`config.mk`:
```
export PLATFORM = sky130hd
export DESIGN_NAME = wvlt_upsamp
export DESIGN_NICKNAME = d
export VERILOG_FILES = /design/src/rtl/wvlt_pkg.sv /design/src/rtl/wvlt_pair_fifo.sv /design/src/rtl/wvlt_upsamp.sv
export SDC_FILE = /design/constraint.sdc
export NUM_CORES = 1
export LEC_CHECK = 0
export ABC_AREA = 1
export CELL_PAD_IN_SITES_DETAIL_PLACEMENT = 0
export CELL_PAD_IN_SITES_GLOBAL_PLACEMENT = 2
export CORE_ASPECT_RATIO = 1.5
export CORE_MARGIN = 1
export CORE_UTILIZATION = 38
export CTS_CLUSTER_DIAMETER = 80
export DETAILED_ROUTE_END_ITERATION = 16
export PLACE_DENSITY_LB_ADDON = 0.1
export SYNTH_ARGS = -nofsm -noshare
export SYNTH_HDL_FRONTEND = slang
export SYNTH_SLANG_ARGS = --single-unit
```
`constraint.sdc`:
```
create_clock -name iclk -period 3.6 [get_ports iclk]
set_clock_uncertainty 0.1 [all_clocks]
set_input_delay 0.72 -clock iclk [delete_from_list [all_inputs] [get_ports iclk]]
set_output_delay 0.72 -clock iclk [all_outputs]
set_load 0.02 [all_outputs]
```
`src/rtl/wvlt_pkg.sv`:
```
// ----------------------------------------------------------------------------
// wvlt_pkg
// Shared types and constants for the wavelet upsampler (wvlt_upsamp) and its
// coefficient-pair FIFO (wvlt_pair_fifo).
//   cWVLT_W      default coefficient width in bits
//   coef_pair_t  packed {a, d} coefficient pair at the default width. The FIFO
//                word in wvlt_upsamp uses the same bit order, with a in the
//                upper half and d in the lower half.
//   ph_t         output phase. EVEN pops a pair. ODD inserts a zero sample.
// ----------------------------------------------------------------------------
package wvlt_pkg;

  localparam int cWVLT_W = 18;

  typedef struct packed {
    logic signed [cWVLT_W-1:0] a;
    logic signed [cWVLT_W-1:0] d;
  } coef_pair_t;

  typedef enum logic {
    EVEN = 1'b0,
    ODD  = 1'b1
  } ph_t;

endpackage

```
`src/rtl/wvlt_pair_fifo.sv`:
```
// ----------------------------------------------------------------------------
// wvlt_pair_fifo
// Single-clock FIFO that stores packed coefficient pairs.
// The read word is the head entry. It is valid whenever oempty is 0. The
// consumer registers the word on the same edge on which it pops.
// A push is never visible to the read side before the following cycle, so the
// FIFO has no fall-through path.
// The pointers are one bit wider than the address. When the pointers differ
// only in the MSB, the FIFO is full. When the pointers are equal, it is empty.
// Ports:
//   iclk    clock
//   irst    asynchronous active-low reset (empties the FIFO)
//   iwr     push request. Ignored when full, unless ird pops in the same cycle.
//   iwdat   word to push
//   ird     pop request. Ignored when empty.
//   ordat   head word
//   ofull   FIFO full
//   oempty  FIFO empty
// Parameters: pW word width, pDEPTH entries (a power of 2, at least 2).
// ----------------------------------------------------------------------------
module wvlt_pair_fifo #(
  parameter int pW     = 36,
  parameter int pDEPTH = 4
) (
  input  logic          iclk,
  input  logic          irst,
  input  logic          iwr,
  input  logic [pW-1:0] iwdat,
  input  logic          ird,
  output logic [pW-1:0] ordat,
  output logic          ofull,
  output logic          oempty
);

  localparam int cAW = $clog2(pDEPTH);

  logic [cAW:0]  wr_ptr_reg;
  logic [cAW:0]  rd_ptr_reg;
  logic [pW-1:0] mem [pDEPTH];
  logic          wr_en;
  logic          rd_en;

  // A push is allowed while full only if the head leaves in the same cycle.
  assign rd_en = ird & ~oempty;
  assign wr_en = iwr & (~ofull | rd_en);

  always_ff @(posedge iclk or negedge irst) begin
    if (!irst) begin
      wr_ptr_reg <= '0;
      rd_ptr_reg <= '0;
    end else begin
      if (wr_en) wr_ptr_reg <= wr_ptr_reg + 1'b1;
      if (rd_en) rd_ptr_reg <= rd_ptr_reg + 1'b1;
    end
  end

  // Storage is not reset. Only the pointers determine which entries are valid.
  always_ff @(posedge iclk) begin
    if (wr_en) mem[wr_ptr_reg[cAW-1:0]] <= iwdat;
  end

  assign ordat  = mem[rd_ptr_reg[cAW-1:0]];
  assign ofull  = (wr_ptr_reg ^ rd_ptr_reg) == {1'b1, {cAW{1'b0}}};
  assign oempty = (wr_ptr_reg == rd_ptr_reg);

endmodule

```
`src/rtl/wvlt_upsamp.sv`:
```
// ----------------------------------------------------------------------------
// wvlt_upsamp
// Upsamples wavelet coefficients by 2 with zero insertion, for an inverse DWT
// stage. Input pairs {a, d} arrive at any time and are buffered. On each
// output strobe the block does one of three things:
//   - Phase EVEN with a pair available: it emits the pair.
//   - Phase ODD: it emits zeros.
//   - Phase EVEN with the FIFO empty: it stalls. If the stream has already
//     started, this stall is an underrun.
// Ports:
//   iclk      clock
//   irst      asynchronous active-low reset
//   iclk_ena  output-sample strobe, one iclk cycle wide
//   ival      qualifies idat_a/idat_d
//   idat_a    approximation coefficient (signed)
//   idat_d    detail coefficient (signed)
//   ofull     FIFO full
//   odat_l    zero-inserted approximation stream (to the low filter)
//   odat_h    zero-inserted detail stream (to the high filter)
//   oena      one-cycle enable for each emitted output sample
//   ounf      sticky underrun flag
//   oovf      sticky overflow flag (a pair was dropped)
// Optional (macro WVLT_UPSAMP_STAT_EN):
//   ounf_cnt  saturating count of underrun events
//   oovf_cnt  saturating count of dropped pairs
// ----------------------------------------------------------------------------
module wvlt_upsamp
  import wvlt_pkg::*;
#(
  parameter int pW     = cWVLT_W,
  parameter int pDEPTH = 4
) (
  input  logic                 iclk,
  input  logic                 irst,
  input  logic                 iclk_ena,
  input  logic                 ival,
  input  logic signed [pW-1:0] idat_a,
  input  logic signed [pW-1:0] idat_d,
  output logic                 ofull,
  output logic signed [pW-1:0] odat_l,
  output logic signed [pW-1:0] odat_h,
  output logic                 oena,
  output logic                 ounf,
  output logic                 oovf
`ifdef WVLT_UPSAMP_STAT_EN
  ,
  output logic [15:0]          ounf_cnt,
  output logic [15:0]          oovf_cnt
`endif
);

  ph_t              ph_reg, ph_next;
  logic [pW-1:0]    dat_l_reg, dat_l_next;
  logic [pW-1:0]    dat_h_reg, dat_h_next;
  logic             ena_reg, ena_next;
  logic             unf_reg, unf_next;
  logic             ovf_reg, ovf_next;
  logic             popped_reg, popped_next;

  logic [2*pW-1:0]  fifo_rdat;
  logic             fifo_full;
  logic             fifo_empty;
  logic             pop;
  logic             push;
  logic             drop;
  logic             unf_evt;

  // Pop only on an EVEN strobe with data present. The FIFO has no
  // fall-through, so a pair pushed in this same cycle cannot be popped yet.
  assign pop     = iclk_ena & (ph_reg == EVEN) & ~fifo_empty;
  assign push    = ival & (~fifo_full | pop);
  assign drop    = ival & fifo_full & ~pop;
  // A stall before the first pop is the normal start-up condition, not an
  // underrun.
  assign unf_evt = iclk_ena & (ph_reg == EVEN) & fifo_empty & popped_reg;

  wvlt_pair_fifo #(
    .pW     (2 * pW),
    .pDEPTH (pDEPTH)
  ) u_fifo (
    .iclk   (iclk),
    .irst   (irst),
    .iwr    (push),
    .iwdat  ({idat_a, idat_d}),
    .ird    (pop),
    .ordat  (fifo_rdat),
    .ofull  (fifo_full),
    .oempty (fifo_empty)
  );

  always_comb begin
    ph_next     = ph_reg;
    dat_l_next  = dat_l_reg;
    dat_h_next  = dat_h_reg;
    ena_next    = 1'b0;
    popped_next = popped_reg;
    unf_next    = unf_reg | unf_evt;
    ovf_next    = ovf_reg | drop;
    if (iclk_ena) begin
      // The output defaults to zero. Only an EVEN pop loads a coefficient pair.
      dat_l_next = '0;
      dat_h_next = '0;
      unique case (ph_reg)
        EVEN: begin
          if (!fifo_empty) begin
            dat_l_next  = fifo_rdat[2*pW-1:pW];
            dat_h_next  = fifo_rdat[pW-1:0];
            ena_next    = 1'b1;
            ph_next     = ODD;
            popped_next = 1'b1;
          end
        end
        ODD: begin
          ena_next = 1'b1;
          ph_next  = EVEN;
        end
        default: ;
      endcase
    end
  end

  always_ff @(posedge iclk or negedge irst) begin
    if (!irst) begin
      ph_reg     <= EVEN;
      dat_l_reg  <= '0;
      dat_h_reg  <= '0;
      ena_reg    <= 1'b0;
      unf_reg    <= 1'b0;
      ovf_reg    <= 1'b0;
      popped_reg <= 1'b0;
    end else begin
      ph_reg     <= ph_next;
      dat_l_reg  <= dat_l_next;
      dat_h_reg  <= dat_h_next;
      ena_reg    <= ena_next;
      unf_reg    <= unf_next;
      ovf_reg    <= ovf_next;
      popped_reg <= popped_next;
    end
  end

  assign ofull  = fifo_full;
  assign odat_l = dat_l_reg;
  assign odat_h = dat_h_reg;
  assign oena   = ena_reg;
  assign ounf   = unf_reg;
  assign oovf   = ovf_reg;

`ifdef WVLT_UPSAMP_STAT_EN
  logic [15:0] unf_cnt_reg;
  logic [15:0] ovf_cnt_reg;

  always_ff @(posedge iclk or negedge irst) begin
    if (!irst) begin
      unf_cnt_reg <= '0;
      ovf_cnt_reg <= '0;
    end else begin
      if (unf_evt && (unf_cnt_reg != 16'hFFFF)) unf_cnt_reg <= unf_cnt_reg + 16'd1;
      if (drop    && (ovf_cnt_reg != 16'hFFFF)) ovf_cnt_reg <= ovf_cnt_reg + 16'd1;
    end
  end

  assign ounf_cnt = unf_cnt_reg;
  assign oovf_cnt = ovf_cnt_reg;
`endif

endmodule

```
==> metrics.md <==
| Metric | Value |
|---|---|
| Kind of start point of the critical path | flip-flop |
| Top Ports | 80 |
| Via Count | 4,602 |
| Largest register FFs | 144 |
| Initial antenna violation count | 0 |
| CTS Hold Bufs | 0 |
| Final WL | 15,500 um |
| Post-route setup TNS | 0 ns |
| Switching Fraction | 0.347 |
| PostCTS Resize Cnt | 0 |
| Status | finished, final reports clean |
| Post-Syn Instances | 611 |
| Final Net Count | 733 |
| Sequential power share | 0.414 |
| Clock-pin slew on the worst setup and hold paths | 0.07 ns |
| Mapped Area | 7500 um^2 |
| Root buffer cell | clkbuf_16 |
| Clock Path Buffers | 2 |
| Clock power frac | 0.256 |
| CTS Buf Count | 17 |
| Final GP Congestion | 0.676 |
| Share of cells above drive strength 1 | 0.126 |
| HP Class | in -> async |
| CTS sink cnt | 191 |
| RSZ-0062 raised after global routing | false |
| All-Layer GR Usage | 0.167 |
| Starting Density | 0.390 |
| Final critical-path share of the clock period | 0.806 |
| Area of the multi-input gates | 1800 um^2 |
| CTS tree | done |
| Largest net degree at the start of global routing | 74 |
| Clk Latency, worst-skew pair | 0.42 ns |
| Layout Cells excl Fill | 957 |
| Synth Net Count | 656 |
| Pleak | 3.58 nW |
| Ant. Diodes | 0 |
| Drt wl/cell | 16.2 um |
| Chip width | 117 um |
| I/O Buffers | 79 |
| DP HPWL | 9080 um |
| CP required | 2.78 ns |
| CP max FO | 23 |
| Placed Cells incl. Taps | 925 |
| First-pass GRT wire length | 24,700 um |
| Tmin final | 2.90 ns |
| #FFs+latches synth | 191 |
| Relative slew margins | 0.442 |
| Cell variety after synth | 20 |
| Post-CTS Setup Bufs | 0 |
| Crit path kind | reg -> out |
| Synth Warn # | 0 |
| Critical path arrival | 2.08 ns |
| Core area | 19,200 um^2 |
| Reg area | 5500 um^2 |
| Grt ovf | 0 |
| Internal power | 0.00499 W |
| Hold Violations, Final | 0 |
| Drt first pass iters | 4 |
| Vias in the first global route | 4,654 |
| Mean Syn Cell Area | 12.3 um^2 |
| Pwr/cell area | 831 nW/um^2 |
| Setup-failing EPs final | 0 |
| Max H-tree Level | 4 |
| Worst vdd ir | 0.000514 V |
| # fillers | 1,769 |
| Area Growth Syn to Fin | 22.6% |
| 1st-iter DRT viols | 206 |
| Row cnt | 62 |
| Die area | 20,300 um^2 |
| Chip Height | 174 um |
| Sequential fraction of the synthesis area | 0.734 |
| CP Capture Type | output pin |
| DRC Markers | 0 |
| Max-cap violations | 0 |
| Measured slew at the worst slew-check pin | 0.835 ns |
| Via-per-instance ratio | 4.81 |
| Net Sw Power | 0.00265 W |
| Post-detailed-route count of antenna-violating nets | 0 |
| Comb pwr share | 0.330 |
| Achievable frequency | 345 MHz |
| Max Slew Vio Count | 0 |
## kinds of logic after synthesis
group	after synthesis	share of synthesized area
and+or+nand+nor	327	0.179
adders and majority gates	5	0.00834
buffers and inverters	46	0.0304
DFF	191	0.734
xor gates and xnor gates	3	0.00451
AOI/OAI and AO/OA	39	0.0442
## layer usage
metal	wire (um)	track usage	vias up
met5	0	0	-
met4	260	0.0622	0
met3	393	0.0359	22
met2	8230	0.294	74
met1	6630	0.195	2273
li1	-	-	2233
## cells in the final DEF (no fill, tap or decap), types with 3 or more instances in the layout
cell / synthesis / routed
clkdlybuf4s50_1: 0 / 78
ha_1: 5 / 5
bufinv_16: 0 / 4
clkbuf_16: 0 / 17
o21ai_2: 35 / 35
inv_2: 2 / 3
buf_12: 0 / 3
nand2_1: 239 / 239
clkinv_4: 0 / 4
nor2_4: 0 / 4
nor2_1: 7 / 3
dfrtp_1: 47 / 45
buf_4: 0 / 6
inv_1: 14 / 13
edfxtp_1: 144 / 144
clkinv_2: 0 / 5
nand3_1: 78 / 78
## synthesized netlist by cell type
library cell | count | share of area
ha_1 | 5 | 0.0083
nand3_2 | 1 | 0.0013
nand2_1 | 239 | 0.12
edfxtp_1 | 144 | 0.58
inv_1 | 14 | 0.0070
inv_2 | 2 | 0.0010
buf_2 | 20 | 0.013
o21ai_0 | 2 | 0.0013
nor2_1 | 7 | 0.0035
clkbuf_1 | 5 | 0.0025
buf_6 | 4 | 0.0060
nand3_1 | 78 | 0.052
xnor2_2 | 1 | 0.0022
o21bai_1 | 2 | 0.0020
buf_1 | 1 | 0.00050
dfrtp_1 | 47 | 0.16
xor2_1 | 2 | 0.0023
nand4_1 | 1 | 0.00083
nand2_4 | 1 | 0.0015
o21ai_2 | 35 | 0.041
## critical path: stages (launching register included)
cell and delay (ns):
dfrtp_2 0.67, nand2_1 0.09, nand2_1 0.15, nand2_1 0.07
nor2_1 0.08, clkdlybuf4s50_1 0.60
## worst paths after layout
kind	slack (ns)	endpoint	from	cells after the start
min reg2reg	0.37	popped_reg	popped_reg	2
max	0.70	ofull	u_fifo.rd_ptr_reg[0]	5
min in group iclk	0.37	popped_reg	popped_reg	2
max in group asynchronous	2.47	u_fifo.rd_ptr_reg[1]	irst	2
min	0.14	odat_l[8]	irst	1
max reg2reg	1.24	u_fifo.mem[2][7]	u_fifo.rd_ptr_reg[0]	7
## power groups by stage
stage	combinational, W	clock [W]	sequential, W
floorplan	0.00151	0	0.00336
global placement	0.00255	0	0.00320
detailed placement	0.00259	0	0.00322
CTS	0.00259	0.00202	0.00317
global route	0.00283	0.00210	0.00322
finish	0.00252	0.00196	0.00317
## area by class of cell
cell class | count | area share
clock buffer | 18 | 0.0467
clock inverter | 14 | 0.0208
inverter | 16 | 0.00653
multi-input combinational | 374 | 0.196
sequential | 191 | 0.599
tap | 256 | 0.0348
timing repair buffer | 88 | 0.0969
## stage by stage
step	hold slack [ns]	utilization	worst slack, ns	cell area [um^2]	total power [W]
floorplan	0.324	-	0.450	7500	0.00487
global placement	0.362	0.446	0.836	8570	0.00574
detailed placement	0.363	0.446	0.823	8570	0.00580
CTS	0.137	0.478	0.647	9190	0.00779
global route	0.163	0.478	0.529	9190	0.00814
finish	0.138	0.478	0.698	9190	0.00764
No activity file was read; power rests on OpenSTA's default activity.
